File: config.mk
export PLATFORM = sky130hd
export DESIGN_NAME = jtag_regs
export DESIGN_NICKNAME = d
export VERILOG_FILES = /design/src/rtl/jtag_regs_pkg.sv /design/src/rtl/jtag_shift_reg.sv /design/src/rtl/jtag_regs.sv
export SDC_FILE = /design/constraint.sdc
export NUM_CORES = 1
export LEC_CHECK = 0
export BUFFER_PORTS_ARGS = -buffer_cell sky130_fd_sc_hd__clkbuf_2
export CAP_MARGIN = 15
export CORE_ASPECT_RATIO = 1.4
export CORE_MARGIN = 3
export CORE_UTILIZATION = 52
export CTS_BUF_LIST = sky130_fd_sc_hd__clkbuf_2
export CTS_CLUSTER_DIAMETER = 200
export DETAILED_ROUTE_END_ITERATION = 8
export PLACE_DENSITY_LB_ADDON = 0.1
export SYNTH_ARGS = -nofsm -noshare
export SYNTH_HDL_FRONTEND = slang
export SYNTH_SLANG_ARGS = --single-unit
export TNS_END_PERCENT = 30
File: constraint.sdc
create_clock -name i_tclk -period 1.7 [get_ports i_tclk]
set_clock_uncertainty 0.2 [all_clocks]
set_input_delay 0.34 -clock i_tclk [delete_from_list [all_inputs] [get_ports i_tclk]]
set_output_delay 0.34 -clock i_tclk [all_outputs]
set_load 0.02 [all_outputs]
File: src/rtl/jtag_regs_pkg.sv
// jtag_pa: shared constants and decode types for the JTAG instruction and
// data register bank.
package jtag_pa;

    // Instruction codes; BYPASS is all ones and is truncated to IR_WIDTH by users.
    localparam logic [31:0] INSTR_BYPASS = 32'hFFFF_FFFF;
    localparam logic [31:0] INSTR_IDCODE = 32'd1;
    localparam logic [31:0] INSTR_USER   = 32'd2;

    // Low bits loaded into the IR on Capture-IR; upper bits are zero.
    localparam logic [1:0] IR_CAPTURE_LSBS = 2'b01;

    // Which data register the current instruction selects.
    typedef enum logic [1:0] {
        SEL_BYPASS = 2'd0,
        SEL_IDCODE = 2'd1,
        SEL_USER   = 2'd2
    } ty_INSTR;

endpackage

File: src/rtl/jtag_shift_reg.sv
// jtag_shift_reg: WIDTH-bit scan register with parallel capture and
// LSB-first shift; it holds its value when neither strobe is active.
//   clk, rst     : clock, synchronous active-high reset to RESET_VAL
//   capture      : load capture_val (wins over shift)
//   shift        : load {tdi, sr[WIDTH-1:1]}
//   tdi          : serial in
//   capture_val  : parallel capture value
//   sr           : register contents; sr[0] is the serial-out bit
module jtag_shift_reg #(
    parameter int unsigned       WIDTH     = 8,
    parameter logic [WIDTH-1:0]  RESET_VAL = '0
) (
    input  logic             clk,
    input  logic             rst,
    input  logic             capture,
    input  logic             shift,
    input  logic             tdi,
    input  logic [WIDTH-1:0] capture_val,
    output logic [WIDTH-1:0] sr
);

    logic [WIDTH-1:0] sr_q;
    logic [WIDTH-1:0] sr_d;
    logic [WIDTH-1:0] shifted;

    // A one-bit register simply takes tdi when shifting.
    if (WIDTH == 1) begin : g_w1
        assign shifted = tdi;
    end else begin : g_wn
        assign shifted = {tdi, sr_q[WIDTH-1:1]};
    end

    // Next-state: capture > shift > hold.
    always_comb begin
        sr_d = sr_q;
        if (capture) begin
            sr_d = capture_val;
        end else if (shift) begin
            sr_d = shifted;
        end
    end

    always_ff @(posedge clk) begin
        if (rst) begin
            sr_q <= RESET_VAL;
        end else begin
            sr_q <= sr_d;
        end
    end

    assign sr = sr_q;

endmodule

File: src/rtl/jtag_regs.sv
// jtag_regs: JTAG instruction register plus BYPASS/IDCODE/USER data registers,
// driven by TAP state strobes; produces the serial TDO stream.
// Optional feature macro: JTAG_USER_DR_EN enables the USER register, its
// decode and the parallel capture/update interface.
//   i_tclk, i_trst          : test clock, synchronous active-high reset
//   i_tdi                   : serial data in
//   i_stateIs*Dr/*Ir        : TAP state strobes
//   i_userCapture           : parallel value captured into USER
//   o_tdo, o_tdoEn          : serial data out (combinational) and its enable
//   o_instr                 : current instruction
//   o_userData, o_userUpdate: committed USER value and its one-cycle strobe
module jtag_regs
    import jtag_pa::*;
#(
    parameter int unsigned  IR_WIDTH     = 4,
    parameter logic [31:0]  IDCODE_VALUE = 32'h1000_0001,
    parameter int unsigned  USER_WIDTH   = 8
) (
    input  logic                  i_tclk,
    input  logic                  i_trst,
    input  logic                  i_tdi,
    input  logic                  i_stateIsCaptureDr,
    input  logic                  i_stateIsShiftDr,
    input  logic                  i_stateIsUpdateDr,
    input  logic                  i_stateIsCaptureIr,
    input  logic                  i_stateIsShiftIr,
    input  logic                  i_stateIsUpdateIr,
    input  logic [USER_WIDTH-1:0] i_userCapture,
    output logic                  o_tdo,
    output logic                  o_tdoEn,
    output logic [IR_WIDTH-1:0]   o_instr,
    output logic [USER_WIDTH-1:0] o_userData,
    output logic                  o_userUpdate
);

    localparam int unsigned        IDCODE_WIDTH = 32;
    localparam logic [IR_WIDTH-1:0] IR_CAPTURE  = IR_WIDTH'(IR_CAPTURE_LSBS);

    logic ir_any, ir_cap, ir_shift, ir_upd;
    logic dr_cap, dr_shift, dr_upd;

    // Resolve overlapping strobes: capture > shift > update, IR before DR.
    always_comb begin
        ir_any   = i_stateIsCaptureIr | i_stateIsShiftIr | i_stateIsUpdateIr;
        ir_cap   = i_stateIsCaptureIr;
        ir_shift = i_stateIsShiftIr & ~i_stateIsCaptureIr;
        ir_upd   = i_stateIsUpdateIr & ~i_stateIsCaptureIr & ~i_stateIsShiftIr;
        dr_cap   = i_stateIsCaptureDr & ~ir_any;
        dr_shift = i_stateIsShiftDr & ~ir_any & ~i_stateIsCaptureDr;
        dr_upd   = i_stateIsUpdateDr & ~ir_any & ~i_stateIsCaptureDr & ~i_stateIsShiftDr;
    end

    // Instruction register: scan stage plus updated instruction.
    logic [IR_WIDTH-1:0] ir_sr;
    logic [IR_WIDTH-1:0] instr_q, instr_d;

    jtag_shift_reg #(.WIDTH(IR_WIDTH), .RESET_VAL(IR_CAPTURE)) u_ir (
        .clk         (i_tclk),
        .rst         (i_trst),
        .capture     (ir_cap),
        .shift       (ir_shift),
        .tdi         (i_tdi),
        .capture_val (IR_CAPTURE),
        .sr          (ir_sr)
    );

    always_comb begin
        instr_d = instr_q;
        if (ir_upd) begin
            instr_d = ir_sr;
        end
    end

    // Decode; unknown codes (and USER when the feature is absent) select BYPASS.
    ty_INSTR sel;
    always_comb begin
        sel = SEL_BYPASS;
        if (instr_q == IR_WIDTH'(INSTR_BYPASS)) begin
            sel = SEL_BYPASS;
        end else if (instr_q == IR_WIDTH'(INSTR_IDCODE)) begin
            sel = SEL_IDCODE;
`ifdef JTAG_USER_DR_EN
        end else if (instr_q == IR_WIDTH'(INSTR_USER)) begin
            sel = SEL_USER;
`endif
        end
    end

    // IDCODE register.
    logic [IDCODE_WIDTH-1:0] idcode_sr;

    jtag_shift_reg #(.WIDTH(IDCODE_WIDTH), .RESET_VAL('0)) u_idcode (
        .clk         (i_tclk),
        .rst         (i_trst),
        .capture     (dr_cap & (sel == SEL_IDCODE)),
        .shift       (dr_shift & (sel == SEL_IDCODE)),
        .tdi         (i_tdi),
        .capture_val (IDCODE_VALUE),
        .sr          (idcode_sr)
    );

    // BYPASS register.
    logic bypass_q, bypass_d;
    always_comb begin
        bypass_d = bypass_q;
        if (sel == SEL_BYPASS) begin
            if (dr_cap) begin
                bypass_d = 1'b0;
            end else if (dr_shift) begin
                bypass_d = i_tdi;
            end
        end
    end

`ifdef JTAG_USER_DR_EN
    // USER register with committed parallel copy and update pulse.
    logic [USER_WIDTH-1:0] user_sr;
    logic [USER_WIDTH-1:0] user_data_q, user_data_d;
    logic                  user_update_q, user_update_d;

    jtag_shift_reg #(.WIDTH(USER_WIDTH), .RESET_VAL('0)) u_user (
        .clk         (i_tclk),
        .rst         (i_trst),
        .capture     (dr_cap & (sel == SEL_USER)),
        .shift       (dr_shift & (sel == SEL_USER)),
        .tdi         (i_tdi),
        .capture_val (i_userCapture),
        .sr          (user_sr)
    );

    always_comb begin
        user_data_d   = user_data_q;
        user_update_d = 1'b0;
        if (dr_upd && (sel == SEL_USER)) begin
            user_data_d   = user_sr;
            user_update_d = 1'b1;
        end
    end

    always_ff @(posedge i_tclk) begin
        if (i_trst) begin
            user_data_q   <= '0;
            user_update_q <= 1'b0;
        end else begin
            user_data_q   <= user_data_d;
            user_update_q <= user_update_d;
        end
    end

    assign o_userData   = user_data_q;
    assign o_userUpdate = user_update_q;
`else
    logic unused_user;
    assign unused_user  = ^{i_userCapture, dr_upd};
    assign o_userData   = '0;
    assign o_userUpdate = 1'b0;
`endif

    always_ff @(posedge i_tclk) begin
        if (i_trst) begin
            instr_q  <= IR_WIDTH'(INSTR_IDCODE);
            bypass_q <= 1'b0;
        end else begin
            instr_q  <= instr_d;
            bypass_q <= bypass_d;
        end
    end

    // Serial out follows the raw shift strobes.
    always_comb begin
        o_tdo = 1'b0;
        if (i_stateIsShiftIr) begin
            o_tdo = ir_sr[0];
        end else if (i_stateIsShiftDr) begin
            case (sel)
                SEL_IDCODE: o_tdo = idcode_sr[0];
`ifdef JTAG_USER_DR_EN
                SEL_USER:   o_tdo = user_sr[0];
`endif
                default:    o_tdo = bypass_q;
            endcase
        end
    end

    assign o_tdoEn = i_stateIsShiftIr | i_stateIsShiftDr;
    assign o_instr = instr_q;

endmodule

==> impl_metrics.env, run 1 <==
export IMPL_place_ws_ns=-0.387
export IMPL_seqPwrFrac=0.603
export IMPL_period_minus_slack_ns=2.25
export IMPL_vias=1525
export IMPL_cts_hold_buf=0
export IMPL_synth_fa_ha_area_frac=0
export IMPL_syn_cell_area_mm2=0.00189
export IMPL_synth_seq_area_share=0.435
export IMPL_synth_seq_cells=41
export IMPL_yosysTopAreaCellShare=0.435
export IMPL_drcViolationCount=0
export IMPL_hpwl_um=3100
export IMPL_synth_simple_area_share=0.107
export IMPL_pwr_share_clk=0.250
export IMPL_root_buffer="clkbuf_2"
export IMPL_setup_viol=34
export IMPL_synth_cell_type_count=28
export IMPL_slew_violations=0
export IMPL_critical_path_required_ns=1.16
export IMPL_grt_pass1_wl_um=7390
export IMPL_synth_xor_area_share=0
export IMPL_seqCellArea_um2=828
export IMPL_multi_input_area_mm2=0.00133
export IMPL_synth_largest_area_cell="dfxtp_1"
export IMPL_ios=32
export IMPL_hold_path_class="in2reg"
export IMPL_critPathCaptureType="output pin"
export IMPL_synth_cells=178
export IMPL_synthArstFlopShare=0
export IMPL_fp_dieH_um=77.3
export IMPL_cts_sinks=41
export IMPL_layout_setup_ws_ns=-0.553
export IMPL_postPlaceCellArea_mm2=0.00254
export IMPL_yosysWarnings=0
export IMPL_portBuffers=13
export IMPL_nets=229
export IMPL_cap_viol_max_count=0
export IMPL_clk_pin_slew_ns=0.18
export IMPL_wl_um=4360
export IMPL_p_leak_nw=1.04
export IMPL_synth_edff_count=0
export IMPL_failed_checks="negative setup slack"
export IMPL_r2r_cells=5
export IMPL_drt_iter0_drc=39
export IMPL_drt_antenna_violating_nets=0
export IMPL_placeableCoreArea_mm2=0.00344
export IMPL_p_total_mw=1.61
export IMPL_rr_startpoint="o_instr[1]"
export IMPL_synthTopCellsByCount="dfxtp_1 (41), mux2i_1 (32), o311ai_1 (20)"
export IMPL_reg2reg_setup_slack_ns=-0.42
export IMPL_yosys_cell_count_top_type="dfxtp_1"
export IMPL_cts_buffers=5
export IMPL_htreeDepth=2
export IMPL_path_max_fanout=2
export IMPL_synth_flop_cell="dfxtp_1"
export IMPL_num_antenna_cells=0
export IMPL_reg2reg_to="u_idcode.sr[30]"
export IMPL_start_kind="register"
export IMPL_start_util=0.548
export IMPL_power_switching_mw=0.463
export IMPL_max_freq_mhz=444
export IMPL_firstDrtPassIters=4
export IMPL_syn2layout_area_growth_pct=43.7
export IMPL_power_density_mw_per_mm2=594
export IMPL_synth_area_top_cells="dfxtp_1 (44%), mux2i_1 (17%), o311ai_1 (9.3%), buf_4 (4.4%), o31ai_1 (3.2%)"
export IMPL_overflow=0
export IMPL_synthMuxAreaShare=0.170
export IMPL_rsz0062_at_grt="true"
export IMPL_fillers=236
export IMPL_routedWlPerCell_um=17.2
export IMPL_synth_compound_area_frac=0.186
export IMPL_synth_top_family_by_area="compound AO/OA/AOI/OAI gates"
export IMPL_min_to="u_idcode.sr[31]"
export IMPL_clkLatencyLatePin_ns=0.38
export IMPL_cts_tree="built"
export IMPL_fp_dieArea_mm2=0.00439
export IMPL_antenna_found_initial=0
export IMPL_grt_pass1_vias=1573
export IMPL_ctsLongestPathBuffers=2
export IMPL_place_congestion=0.786
export IMPL_grt_max_degree=24
export IMPL_layout_worst_path_cycle_share=1.33
export IMPL_fin_area_mm2=0.00271
export IMPL_avgSynthCellArea_um2=10.6
export IMPL_tns_ns=-12.24
export IMPL_fp_dieW_um=56.9
export IMPL_fp_row_count=25
export IMPL_status="finished with violations"
export IMPL_report_final_hold_viol_count=0
export IMPL_crit_type="reg2out"
export IMPL_intPower_mw=1.15
export IMPL_cp_arrival_ns=1.71
export IMPL_hold_start="i_tdi"
export IMPL_grt_usage=0.209
export IMPL_layout_drive_gt1_share=0.469
export IMPL_ir_worst_vdd_v=0.000663
export IMPL_avgViaCountPerCell=6.03
export IMPL_p_comb_frac=0.147
export IMPL_swShare=0.287
export IMPL_holdPathStages=3
## cells by family after synthesis
kind of cell	Yosys count
buffers and inverters	30
DFF	41
muxes	32
and+or+nand+nor	30
AOI/OAI and AO/OA	44
other	1
## placed cells by master, fill, tap and decap left out
master       n
a21oi_1      8
buf_12       8
buf_4       22
buf_6        5
clkbuf_2    17
clkbuf_8     1
clkinv_2     2
clkinvlp_4   1
conb_1       9
dfxtp_1     37
dfxtp_2      3
dfxtp_4      1
inv_2        1
mux2i_1     32
nand2_1      3
nand2b_1     2
nand3_2      1
nand4_1      8
nor2_1       5
nor2b_1      1
nor3_1       3
nor3_2       1
nor3_4       1
nor3b_2      1
nor4b_4      1
o21ai_2      1
o221a_2      2
o311ai_1     1
o311ai_2     2
o311ai_4    21
o31ai_1      4
o31ai_2      4
o31ai_4      1
or2_2        1
or3_2        1
or4b_2       1
## layer usage
layer  track usage  part of all wire  vias to the layer above
met5             0                 0                        -
met2         0.376              0.57                       36
met4        0.0626            0.0092                        0
li1              -                 -                      739
met1         0.237              0.38                      744
met3        0.0505             0.040                        6
## final cells by class
cell class | instances | area share
inverters | 2 | 0.00416
clock inverters | 2 | 0.00369
well taps | 40 | 0.0185
repair buffers | 47 | 0.166
flip-flops and latches | 41 | 0.306
multi-input cells | 115 | 0.491
clock buffers | 6 | 0.0111
## metrics by stage
step	std cells	util	hold WS, ns
detailed placement	243	0.740	0.265
CTS	252	0.769	0.00160
floorplan	186	-	0.246
global placement	243	0.740	0.251
finish	253	0.788	0.0436
global route	253	0.788	0.0369
## flip-flops by register name, indices dropped and copies added, names as in the netlist
signal	count
u_idcode.sr	32
u_ir.sr	4
bypass_q	1
o_instr	4
## timing repair
action                                  4_1_cts  5_1_grt
resized for setup                             9       12
endpoints found under the setup margin       34       35
pin swaps                                     2        3
setup buffers                                 1        1
## critical path: stages, from the launching register on
cell and delay, ns:
dfxtp_2 0.36, buf_6 0.12, nor4b_4 0.32, mux2i_1 0.29
o21ai_2 0.10, clkbuf_8 0.15
## how the worst max path moves through the flow
stage / cells past startpoint / startpoint / end
floorplan: 5 / o_instr[1] / u_idcode.sr[18]
global placement: 4 / o_instr[1] / u_idcode.sr[3]
detailed placement: 5 / o_instr[1] / u_idcode.sr[2]
CTS: 5 / o_instr[1] / o_tdo
global route: 5 / o_instr[2] / o_tdo
finish: 5 / o_instr[2] / o_tdo
## power by group through the flow
| stage | Clock, mW | Sequential, mW | Combinational, mW |
|---|---|---|---|
| detailed placement | 0 | 0.990 | 0.224 |
| floorplan | 0 | 0.989 | 0.180 |
| global placement | 0 | 0.989 | 0.215 |
| CTS | 0.418 | 0.970 | 0.231 |
| finish | 0.402 | 0.971 | 0.237 |
| global route | 0.449 | 0.972 | 0.254 |
Note: power is estimated with default switching activity, not from simulation.
==> run 2: changes to the inputs <==
--- a/config.mk
+++ b/config.mk
@@ -8,3 +8,3 @@
 export BUFFER_PORTS_ARGS = -buffer_cell sky130_fd_sc_hd__clkbuf_2
-export CAP_MARGIN = 15
+export CAP_MARGIN = 20
 export CORE_ASPECT_RATIO = 1.4
@@ -14,2 +14,3 @@
 export CTS_CLUSTER_DIAMETER = 200
+export CTS_CLUSTER_SIZE = 8
 export DETAILED_ROUTE_END_ITERATION = 8
==> constraint.sdc (replaced) <==
create_clock -name i_tclk -period 1.7 [get_ports i_tclk]
set_clock_uncertainty 0.2 [all_clocks]
set_input_delay 0.17 -clock i_tclk [delete_from_list [all_inputs] [get_ports i_tclk]]
set_output_delay 0.17 -clock i_tclk [all_outputs]
set_load 0.02 [all_outputs]
==> impl_metrics.env, run 2 (synthesis results as in run 1) <==
export IMPL_status="finished with violations"
export IMPL_failed_checks="negative setup slack"
export IMPL_holdPathStages=4
export IMPL_dp_cells=234
export IMPL_place_congestion=0.790
export IMPL_finalNonFillerCells=246
export IMPL_root_buffer="clkbuf_2"
export IMPL_fp_dieH_um=77.3
export IMPL_crit_type="reg2reg"
export IMPL_overflow=0
export IMPL_power_density_mw_per_mm2=608
export IMPL_antenna_found_initial=0
export IMPL_fp_dieArea_mm2=0.00439
export IMPL_routedWlPerCell_um=16.2
export IMPL_cts_tree="built"
export IMPL_syn2layout_area_growth_pct=38.0
export IMPL_p_total_mw=1.58
export IMPL_period_minus_slack_ns=2.03
export IMPL_ios=32
export IMPL_grt_pass1_vias=1524
export IMPL_critPathCaptureType="register"
export IMPL_p_comb_frac=0.141
export IMPL_clk_pin_slew_ns=0.18
export IMPL_vias=1464
export IMPL_placeableCoreArea_mm2=0.00344
export IMPL_grt_pass1_wl_um=7110
export IMPL_start_kind="register"
export IMPL_crit_slowest_cell="or4b_2"
export IMPL_slew_violations=0
export IMPL_r2r_cells=5
export IMPL_mostFrequentLayoutCells="dfxtp_1 (37), mux2i_1 (32), o311ai_4 (19)"
export IMPL_p_leak_nw=0.998
export IMPL_clkLatencyLatePin_ns=0.39
export IMPL_layout_setup_ws_ns=-0.330
export IMPL_start_util=0.548
export IMPL_layout_drive_gt1_share=0.427
export IMPL_fp_dieW_um=56.9
export IMPL_critical_path_required_ns=1.78
export IMPL_layout_commonest_cell="dfxtp_1"
export IMPL_hpwl_um=2820
export IMPL_power_switching_mw=0.446
export IMPL_fp_row_count=25
export IMPL_grt_usage=0.202
export IMPL_firstDrtPassIters=4
export IMPL_pwr_share_clk=0.245
export IMPL_largest_reg_flops=32
export IMPL_cp_arrival_ns=2.11
export IMPL_setup_viol=34
export IMPL_cap_viol_max_count=0
export IMPL_drt_antenna_violating_nets=0
export IMPL_portBuffers=13
export IMPL_avgViaCountPerCell=5.95
export IMPL_htreeDepth=2
export IMPL_rsz0062_at_grt="true"
export IMPL_num_antenna_cells=0
export IMPL_ir_worst_vdd_v=0.000563
export IMPL_ctsLongestPathBuffers=2
export IMPL_wl_um=3990
export IMPL_crit_path_max_incr_delay_ns=0.67
export IMPL_max_freq_mhz=493
export IMPL_intPower_mw=1.13
export IMPL_path_max_fanout=10
export IMPL_seqPwrFrac=0.614
export IMPL_report_final_hold_viol_count=0
export IMPL_layout_worst_path_cycle_share=1.19
export IMPL_cts_buffers=5
export IMPL_drt_iter0_drc=39
export IMPL_cts_sinks=41
export IMPL_nets=223
export IMPL_crit_chain="or4b_2 -> buf_6 -> buf_12 -> o311ai_4 -> mux2i_1"
export IMPL_hold_path_class="in2reg"
export IMPL_swShare=0.282
export IMPL_grt_max_degree=35
export IMPL_drcViolationCount=0
[run 2: layer usage]
metal / GRT usage / vias up / share of wire
met5: 0 / - / 0
met4: 0.0766 / 0 / 0.017
met3: 0.0455 / 6 / 0.027
met2: 0.350 / 22 / 0.54
met1: 0.238 / 707 / 0.42
li1: - / 729 / -
[run 2: stage by stage]
step	setup WS (ns)	setup TNS, ns	hold slack [ns]	util	area [um^2]
global placement	-0.331	-9.79	0.252	0.714	2460
floorplan	-0.135	-4.11	0.120	-	2290
CTS	-0.360	-9.72	0.0204	0.741	2550
detailed placement	-0.344	-10.03	0.270	0.714	2460
finish	-0.330	-9.88	0.0399	0.756	2600
global route	-0.400	-11.51	0.0551	0.756	2600
[run 2: layout make-up]
cell class / count / area, um^2
multi-input cells: 115 / 1300
fillers: 233 / 840
flip-flops and latches: 41 / 828
repair buffers: 41 / 384
well taps: 40 / 50.0
clock buffers: 6 / 30.0
inverters: 2 / 7.51
clock inverters: 1 / 3.75
[run 2: power by group through the flow]
stage | Sequential, mW | Combinational [mW] | Clock [mW]
floorplan | 0.989 | 0.165 | 0
global placement | 0.989 | 0.205 | 0
detailed placement | 0.989 | 0.210 | 0
CTS | 0.970 | 0.218 | 0.406
global route | 0.971 | 0.239 | 0.435
finish | 0.970 | 0.223 | 0.387
[run 2: critical path, delay by kind of cell, from the launching register on]
kind / cells / cell delay (ns)
flops: 1 / 0.37
buf+inv: 2 / 0.34
mux: 1 / 0.12
compound gates: 1 / 0.23
simple gates: 1 / 0.67
[run 2: what timing repair did]
action,in CTS,in global routing
resized for setup,5,9
hold buffers,3,0
endpoints found under the setup margin,34,34
pin swaps,2,1
gates cloned,0,0
hold endpoints to repair,9,0
setup buffers,2,0
[run 2: worst paths after layout]
| check | from | end | slack [ns] |
|---|---|---|---|
| setup reg to reg | o_instr[1] | u_idcode.sr[18] | -0.33 |
| setup / recovery | o_instr[1] | u_idcode.sr[18] | -0.33 |
| hold / removal | i_stateIsShiftIr | u_ir.sr[0] | 0.04 |
| hold reg to reg | u_idcode.sr[2] | u_idcode.sr[2] | 0.29 |
